--- src/rtl/instruction_register_if.sv ---
// Bus bundle for the instruction register: fetch-side load and decoded outputs.
// Valid rides along only when IR_VALID_EN is defined.
interface instruction_register_if;
  logic [15:0] DataIn;
  logic        InstWrite;
  logic [15:0] DataOut;
  logic [3:0]  Op;
  logic [3:0]  Rd;
  logic [3:0]  Rm;
  logic [7:0]  Imm;
  logic        MoveA;
  logic        MoveB;
  logic        CLRA;
  logic        CLRB;
`ifdef IR_VALID_EN
  logic        Valid;
`endif

  modport master (
    output DataIn, InstWrite,
    input  DataOut, Op, Rd, Rm, Imm,
    input  MoveA, MoveB, CLRA, CLRB
`ifdef IR_VALID_EN
    , input Valid
`endif
  );

  modport slave (
    input  DataIn, InstWrite,
    output DataOut, Op, Rd, Rm, Imm,
    output MoveA, MoveB, CLRA, CLRB
`ifdef IR_VALID_EN
    , output Valid
`endif
  );
endinterface

--- src/rtl/instruction_register.sv ---
// 16-bit instruction register with field slicing and move/clear strobe decode.
// Optional macro IR_VALID_EN adds a Valid flag that gates the strobes.
module instruction_register #(
  parameter logic [3:0] MOVEA_OP = 4'hC,
  parameter logic [3:0] MOVEB_OP = 4'hD,
  parameter logic [3:0] CLRA_OP  = 4'hE,
  parameter logic [3:0] CLRB_OP  = 4'hF
) (
  input logic CLK,
  input logic Reset,
  instruction_register_if.slave bus
);

  logic [15:0] ir;
  logic        strobeEn;

  always_ff @(posedge CLK) begin
    if (Reset) begin
      ir <= 16'h0000;
    end else if (bus.InstWrite) begin
      ir <= bus.DataIn;
    end
  end

`ifdef IR_VALID_EN
  logic validQ;

  // Sticky until reset: set by the first load after reset.
  always_ff @(posedge CLK) begin
    if (Reset) begin
      validQ <= 1'b0;
    end else if (bus.InstWrite) begin
      validQ <= 1'b1;
    end
  end

  assign bus.Valid = validQ;
  assign strobeEn  = validQ;
`else
  assign strobeEn  = 1'b1;
`endif

  assign bus.DataOut = ir;
  assign bus.Op      = ir[15:12];
  assign bus.Rd      = ir[11:8];
  assign bus.Rm      = ir[7:4];
  assign bus.Imm     = ir[7:0];

  assign bus.MoveA = strobeEn && (ir[15:12] == MOVEA_OP);
  assign bus.MoveB = strobeEn && (ir[15:12] == MOVEB_OP);
  assign bus.CLRA  = strobeEn && (ir[15:12] == CLRA_OP);
  assign bus.CLRB  = strobeEn && (ir[15:12] == CLRB_OP);

endmodule

--- src/flat_wrapper.sv ---
// flat-port wrapper written by rule: the top's interface ports become plain ports
module instruction_register_flat 
#(
  parameter logic [3:0] MOVEA_OP = 4'hC,
  parameter logic [3:0] MOVEB_OP = 4'hD,
  parameter logic [3:0] CLRA_OP  = 4'hE,
  parameter logic [3:0] CLRB_OP  = 4'hF
)
  (CLK, Reset, bus_DataIn, bus_InstWrite, bus_DataOut, bus_Op, bus_Rd, bus_Rm, bus_Imm, bus_MoveA, bus_MoveB, bus_CLRA, bus_CLRB);
  instruction_register_if bus_i ();
  input logic CLK;
  input logic Reset;
  input wire logic [$bits(bus_i.DataIn)-1:0] bus_DataIn;
  input wire logic [$bits(bus_i.InstWrite)-1:0] bus_InstWrite;
  output wire logic [$bits(bus_i.DataOut)-1:0] bus_DataOut;
  output wire logic [$bits(bus_i.Op)-1:0] bus_Op;
  output wire logic [$bits(bus_i.Rd)-1:0] bus_Rd;
  output wire logic [$bits(bus_i.Rm)-1:0] bus_Rm;
  output wire logic [$bits(bus_i.Imm)-1:0] bus_Imm;
  output wire logic [$bits(bus_i.MoveA)-1:0] bus_MoveA;
  output wire logic [$bits(bus_i.MoveB)-1:0] bus_MoveB;
  output wire logic [$bits(bus_i.CLRA)-1:0] bus_CLRA;
  output wire logic [$bits(bus_i.CLRB)-1:0] bus_CLRB;
  assign bus_i.DataIn = bus_DataIn;
  assign bus_i.InstWrite = bus_InstWrite;
  assign bus_DataOut = bus_i.DataOut;
  assign bus_Op = bus_i.Op;
  assign bus_Rd = bus_i.Rd;
  assign bus_Rm = bus_i.Rm;
  assign bus_Imm = bus_i.Imm;
  assign bus_MoveA = bus_i.MoveA;
  assign bus_MoveB = bus_i.MoveB;
  assign bus_CLRA = bus_i.CLRA;
  assign bus_CLRB = bus_i.CLRB;
  instruction_register #(.MOVEA_OP(MOVEA_OP), .MOVEB_OP(MOVEB_OP), .CLRA_OP(CLRA_OP), .CLRB_OP(CLRB_OP)) u_core (.CLK(CLK), .Reset(Reset), .bus(bus_i));
endmodule
--- config.mk ---
export PLATFORM = sky130hd
export DESIGN_NAME = instruction_register_flat
export DESIGN_NICKNAME = d
export VERILOG_FILES = /design/src/rtl/instruction_register_if.sv /design/src/rtl/instruction_register.sv /design/src/flat_wrapper.sv
export SDC_FILE = /design/constraint.sdc
export NUM_CORES = 1
export LEC_CHECK = 0
export ABC_AREA = 1
export CORE_UTILIZATION = 35
export DETAILED_ROUTE_END_ITERATION = 12
export GPL_TIMING_DRIVEN = 0
export PLACE_DENSITY = 0.8
export SLEW_MARGIN = 5
export SYNTH_ARGS = -nofsm -noshare
export SYNTH_HDL_FRONTEND = slang
export SYNTH_SLANG_ARGS = --single-unit
export TNS_END_PERCENT = 100
--- constraint.sdc ---
create_clock -name CLK -period 1.4 [get_ports CLK]
set_input_delay 0.21 -clock CLK [delete_from_list [all_inputs] [get_ports CLK]]
set_output_delay 0.21 -clock CLK [all_outputs]
set_load 0.02 [all_outputs]
==> metrics.txt, run 1 <==
sequential element share of the synthesized area=37.6%; total global-route track usage=17.4%; max cap viols=0; die width=51.3 um; H-tree depth=1; max-slew violations=0; Period Utilization, post-route=95.2%; clock skew=0 ns; Required @ worst endpoint=1.19 ns; post-layout util=64.7%; later-pin clock latency in the skew report=0.28 ns; worst-margin pin slew=0.247 ns; Synth Instances=128; # DRC=0; core area=2250 um2; diode count=0; initial antenna violation count=0; largest net degree at the start of global routing=11; GRT overflow=0; Tmin final=1.33 ns; Post-CTS Repair Setup Buffers=0; Crit. End Element=output pin; I/O pin count=59; port buffer count=58; final setup fails=0; GR Layer Usage met1=18.5%; area added between synthesis and finish=71.2%; top cells by area, synth=dfxtp_1 (38%), buf_4 (19%), nand2_1 (15%); non-filler cells, final=218; Sinks on Clock Net=16; DP HPWL=1.63 mm; Netlist cell types=8; vias=879; synthesized cell area=852 um2; Final Hold Viols=0; fmax=751 MHz; Die Ht=51.3 um; status=finished, final reports clean; CP Launch Type=flip-flop; nets=210; register bit total from synthesis=16; GR met3 Demand/Resource=3.87%; crit-path max FO=6; CTS Buffer Depth=2; power per cell area=823 nW/um2; Clock transition at path regs=0.10 ns; worst vdd ir=0.576 mV; first drt pass iteration count=3; syn nets=147; share of the synthesized area in the top cell type=37.6%; WL final=2.06 mm; relative slew slack=83.5%; Initial Utilization=37.8%; CTS tree=built; DRT antenna net count=0; hold_buf cts=0; WP data arrival=1.12 ns; vias in the first global route=801; max FFs per register=16; Vias/cell=4.03; worst hold slack=0.486 ns; Worst Setup Path Type=reg2out; Yosys top cell by area=dfxtp_1; global route hottest layer=met2; RePlAce Congestion=0.661; Num CTS Buffers=3; wire per inst=9.45 um; DR iter-0 viols=5; clock root cell=clkbuf_4; RSZ-0062 raised after global routing=no; global-route wire length before repair=3.44 mm; fraction of layout cells with a size suffix above 1=21.6%; Core Rows=17; Die Area=2640 um2; LEAKAGE=0.873 nW; grt met2 use=32.7%; number of instances in the placed design=214; syn avg cell area=6.66 um2; Yosys Warn Count=0; hold crit path type=reg2reg
## cell usage in the layout (no fill, tap or decap)
master,instances
inv_1,19
nor3_1,2
buf_6,3
nor2_1,30
dfxtp_2,3
clkdlybuf4s50_1,18
buf_4,21
nor2_2,2
nor3_2,2
dlygate4sd2_1,36
clkbuf_8,1
nand2_2,1
clkbuf_4,3
buf_2,4
dfxtp_1,12
nand2_1,32
dfxtp_4,1
## kinds of logic after synthesis
group	synth area share, %
buffers and inverters	30.8
AND/OR/NAND/NOR	31.6
flip-flops	37.6
## critical path, stage by stage, from the launching register on
cell,delay [ns]
dfxtp_2,0.39
buf_4,0.12
dlygate4sd2_1,0.33
## through the flow
stage	total power [mW]	TNS (ns)	area (um2)	setup WS, ns
2_1_floorplan	0.752	0	852	0.0965
3_3_place_gp	0.950	-0.228	1470	-0.0712
3_5_place_dp	0.962	-0.437	1470	-0.150
4_1_cts	1.22	0	1440	0.0289
5_1_grt	1.27	0	1460	0.00304
6_report	1.20	0	1460	0.0679
## report_power, final
group / total [mW] / internal (mW) / leakage [nW] / switching [mW]
combinational: 0.379 / 0.191 / 0.717 / 0.188
clock: 0.304 / 0.158 / 0.0210 / 0.145
sequential: 0.518 / 0.488 / 0.135 / 0.0303
## layer usage
layer / part of all wire [%] / vias to the layer above
met4: 0.44 / 0
met1: 41 / 368
met5: 0 / -
li1: - / 470
met2: 50 / 39
met3: 9.2 / 2
## cell usage after synthesis
master	count
buf_6	3
dfxtp_1	16
nand2_1	33
nor3_1	4
nor2_2	2
nor2_1	30
buf_4	21
inv_1	19
## cell type report
cell class                 count  area, um2
timing repair buffer          58        515
sequential                    16        328
inverter                      19       71.3
tap                           28       35.0
clock buffer                   4       36.3
multi-input combinational     69        282
buffer                        24        191
fill                         224        796
## worst paths after layout
path | cells past startpoint | end | slack [ns] | from
max | 2 | bus_Op[1] | 0.07 | u_core.bus.DataOut[13]$_SDFFE_PP0P_
min reg2reg | 2 | u_core.bus.DataOut[9]$_SDFFE_PP0P_ | 0.49 | u_core.bus.DataOut[9]$_SDFFE_PP0P_
max reg2reg | 2 | u_core.bus.DataOut[12]$_SDFFE_PP0P_ | 0.78 | u_core.bus.DataOut[12]$_SDFFE_PP0P_
min | 2 | u_core.bus.DataOut[9]$_SDFFE_PP0P_ | 0.49 | u_core.bus.DataOut[9]$_SDFFE_PP0P_
## repair_timing
action,4_1_cts,5_1_grt
resized for setup,60,4
pin swaps,0,0
setup endpoints to repair,40,2
gates cloned,0,0
(Power assumes the default switching activity.)
==> run 2, diff against run 1 <==
--- a/config.mk
+++ b/config.mk
@@ -6,10 +6,10 @@
 export NUM_CORES = 1
 export LEC_CHECK = 0
 export ABC_AREA = 1
-export CORE_UTILIZATION = 35
+export CORE_UTILIZATION = 31
 export DETAILED_ROUTE_END_ITERATION = 12
 export GPL_TIMING_DRIVEN = 0
-export PLACE_DENSITY = 0.8
+export PLACE_DENSITY = 0.75
 export SLEW_MARGIN = 5
 export SYNTH_ARGS = -nofsm -noshare
 export SYNTH_HDL_FRONTEND = slang
==> constraint.sdc (replaced) <==
create_clock -name CLK -period 1.1 [get_ports CLK]
set_input_delay 0.165 -clock CLK [delete_from_list [all_inputs] [get_ports CLK]]
set_output_delay 0.165 -clock CLK [all_outputs]
set_load 0.02 [all_outputs]
==> run 2 against run 1 <==
The run now ends with negative setup slack left. Hold slack lost 0.012 ns. Global-route usage is 0.87 points lower. First-iteration DRC count is 20% higher. Clock-buffer cell count unchanged. Largest cell class unchanged.
==> metrics.txt, run 2 (same netlist as run 1, synthesis figures left out) <==
DRT antenna net count=0 (unchanged); CP Launch Type=flip-flop; later-pin clock latency in the skew report=0.27 ns (about the same); Clk pwr share=24.1% (-1.2 points); Logic pwr share=33.0% (+1.4 points); Sinks on Clock Net=16 (unchanged); Period Utilization, post-route=113%; DR iter-0 viols=6 (+1); clock root cell=clkbuf_4; end of the worst register-to-register path=u_core.bus.DataOut[13]$_SDFFE_PP0P_; diode count=0 (unchanged); FF-to-FF path depth=2 (unchanged); most common cell after layout, fill and taps aside=nand2_1; number of instances in the placed design=216 (+0.93%); max cap viols=0 (unchanged); WP data arrival=1.08 ns (-0.04 ns); worst-margin pin slew=0.237 ns (-0.00994 ns); setup_tns=-0.737 ns (-0.737 ns); sequential power share=42.8% (-0.4 points); max layer used=met4; pre-CTS WS=-0.418 ns (-0.268 ns); worst hold slack=0.475 ns (-0.0115 ns); relative slew slack=84.1% (+0.66 points); final worst slack=-0.144 ns (-0.212 ns); failing checks=negative setup slack; status=finished, violations left; wire length on met2=1.23 mm (+19%); GRT overflow=0 (unchanged); power per cell area=1030 nW/um2 (+26%); core area=2540 um2 (+13%); largest net degree at the start of global routing=11 (unchanged); worst vdd ir=0.837 mV (+45%); FILL cells=245 (+9.4%); Critical Path Source=u_core.bus.DataOut[12]$_SDFFE_PP0P_; WL final=2.25 mm (+9.4%); hold crit path type=in2reg; CTS tree=built; Core Rows=18 (+1); vias in the first global route=818 (+2.1%); first drt pass iteration count=3 (unchanged); I/O pin count=59 (unchanged); Vias/cell=4.12 (+2.2%); Clock transition at path regs=0.09 ns (about the same); initial antenna violation count=0 (unchanged); crit-path max FO=6 (unchanged); reg2reg start=u_core.bus.DataOut[13]$_SDFFE_PP0P_; nets=212 (+0.95%); max-slew violations=0 (unchanged); Net Sw Power=0.488 mW (+34%); worst reg2reg setup slack=0.47 ns (-0.31 ns); Num CTS Buffers=3 (unchanged); Worst Setup Path Type=reg2out; die width=54.4 um (+6.0%); final setup fails=7 (+7); LEAKAGE=0.843 nW (-3.4%); switching share of power=30.9% (+0.62 points); fmax=804 MHz; global-route wire length before repair=3.44 mm (-0.20%); RSZ-0062 raised after global routing=yes; port buffer count=58 (unchanged); area added between synthesis and finish=79.0%; Total Power=1.58 mW (+31%); Die Ht=54.4 um (+6.0%); Int Pwr=1.09 mW (+30%); clock skew=0 ns (unchanged); met1 wire length=896 um (+7.2%); Tmin final=1.24 ns; wire per inst=10.2 um (+7.4%); commonest cells after routing, fill and taps aside=nand2_1 (32), nor2_1 (30), buf_2 (26); Crit. End Element=output pin; # DRC=0 (unchanged); critical path endpoint=bus_CLRB; WL met3=104 um (-45%); HP Start=bus_DataIn[12]; fraction of layout cells with a size suffix above 1=49.0% (+27 points); Initial Utilization=33.5% (-4.3 points); RePlAce Congestion=0.718 (+8.7%); Final Hold Viols=0 (unchanged); non-filler cells, final=222 (+1.8%); Die Area=2960 um2 (+12%); CTS Buffer Depth=2 (unchanged); max FFs per register=16 (unchanged); vias=915 (+4.1%); DP HPWL=1.74 mm (+6.4%); H-tree depth=1 (unchanged); total global-route track usage=16.5% (-0.87 points); Required @ worst endpoint=0.94 ns (-0.25 ns)
==> run 2: how the worst min path moves through the flow <==
stage / endpoint / slack (ns) / cells past startpoint
floorplan: u_core.bus.DataOut[12]$_SDFFE_PP0P_ / 0.31 / 3
global placement: u_core.bus.DataOut[0]$_SDFFE_PP0P_ / 0.47 / 2
detailed placement: u_core.bus.DataOut[3]$_SDFFE_PP0P_ / 0.48 / 2
CTS: u_core.bus.DataOut[12]$_SDFFE_PP0P_ / 0.47 / 5
global route: u_core.bus.DataOut[1]$_SDFFE_PP0P_ / 0.48 / 5
finish: u_core.bus.DataOut[12]$_SDFFE_PP0P_ / 0.47 / 5
==> run 2: power groups by stage <==
stage	logic, mW	registers, mW	clock network [mW]
floorplan	0.250	0.723	0
global placement	0.552	0.675	0
detailed placement	0.564	0.678	0
CTS	0.518	0.673	0.395
global route	0.564	0.682	0.423
finish	0.521	0.675	0.381
==> run 2: per-stage QoR <==
stage	utilization, %	cell area (um2)
floorplan	-	902
global placement	59.7	1520
detailed placement	59.7	1520
CTS	60.0	1530
global route	59.9	1530
finish	59.9	1530
==> run 2: cell type report <==
class / count / area, um2 / area share [%]
Inverter: 19 / 76.3 / 5.00
Timing Repair Buffer: 61 / 499 / 32.7
Multi-Input combinational cell: 69 / 330 / 21.7
Buffer: 23 / 195 / 12.8
Clock buffer: 4 / 36.3 / 2.38
Sequential cell: 16 / 350 / 23.0
Tap cell: 30 / 37.5 / 2.46
==> run 2: worst max-delay path, cell delays in order, from the launching register on <==
cell	delay [ns]
dfxtp_4	0.42
inv_4	0.06
nor3_4	0.18
buf_6	0.14
==> run 2: repair_timing <==
item | in CTS | in global routing
setup endpoints to repair | 40 | 23
resized for setup | 178 | 24
buffers inserted | 1 | 2
hold buffers | 0 | 0
pin swaps | 2 | 1
==> run 2: layer usage <==
| metal | global-route usage, % | vias to the layer above |
|---|---|---|
| li1 | - | 477 |
| met1 | 16.8 | 406 |
| met2 | 31.9 | 30 |
| met3 | 1.94 | 2 |
| met4 | 8.97 | 0 |
| met5 | 0 | - |
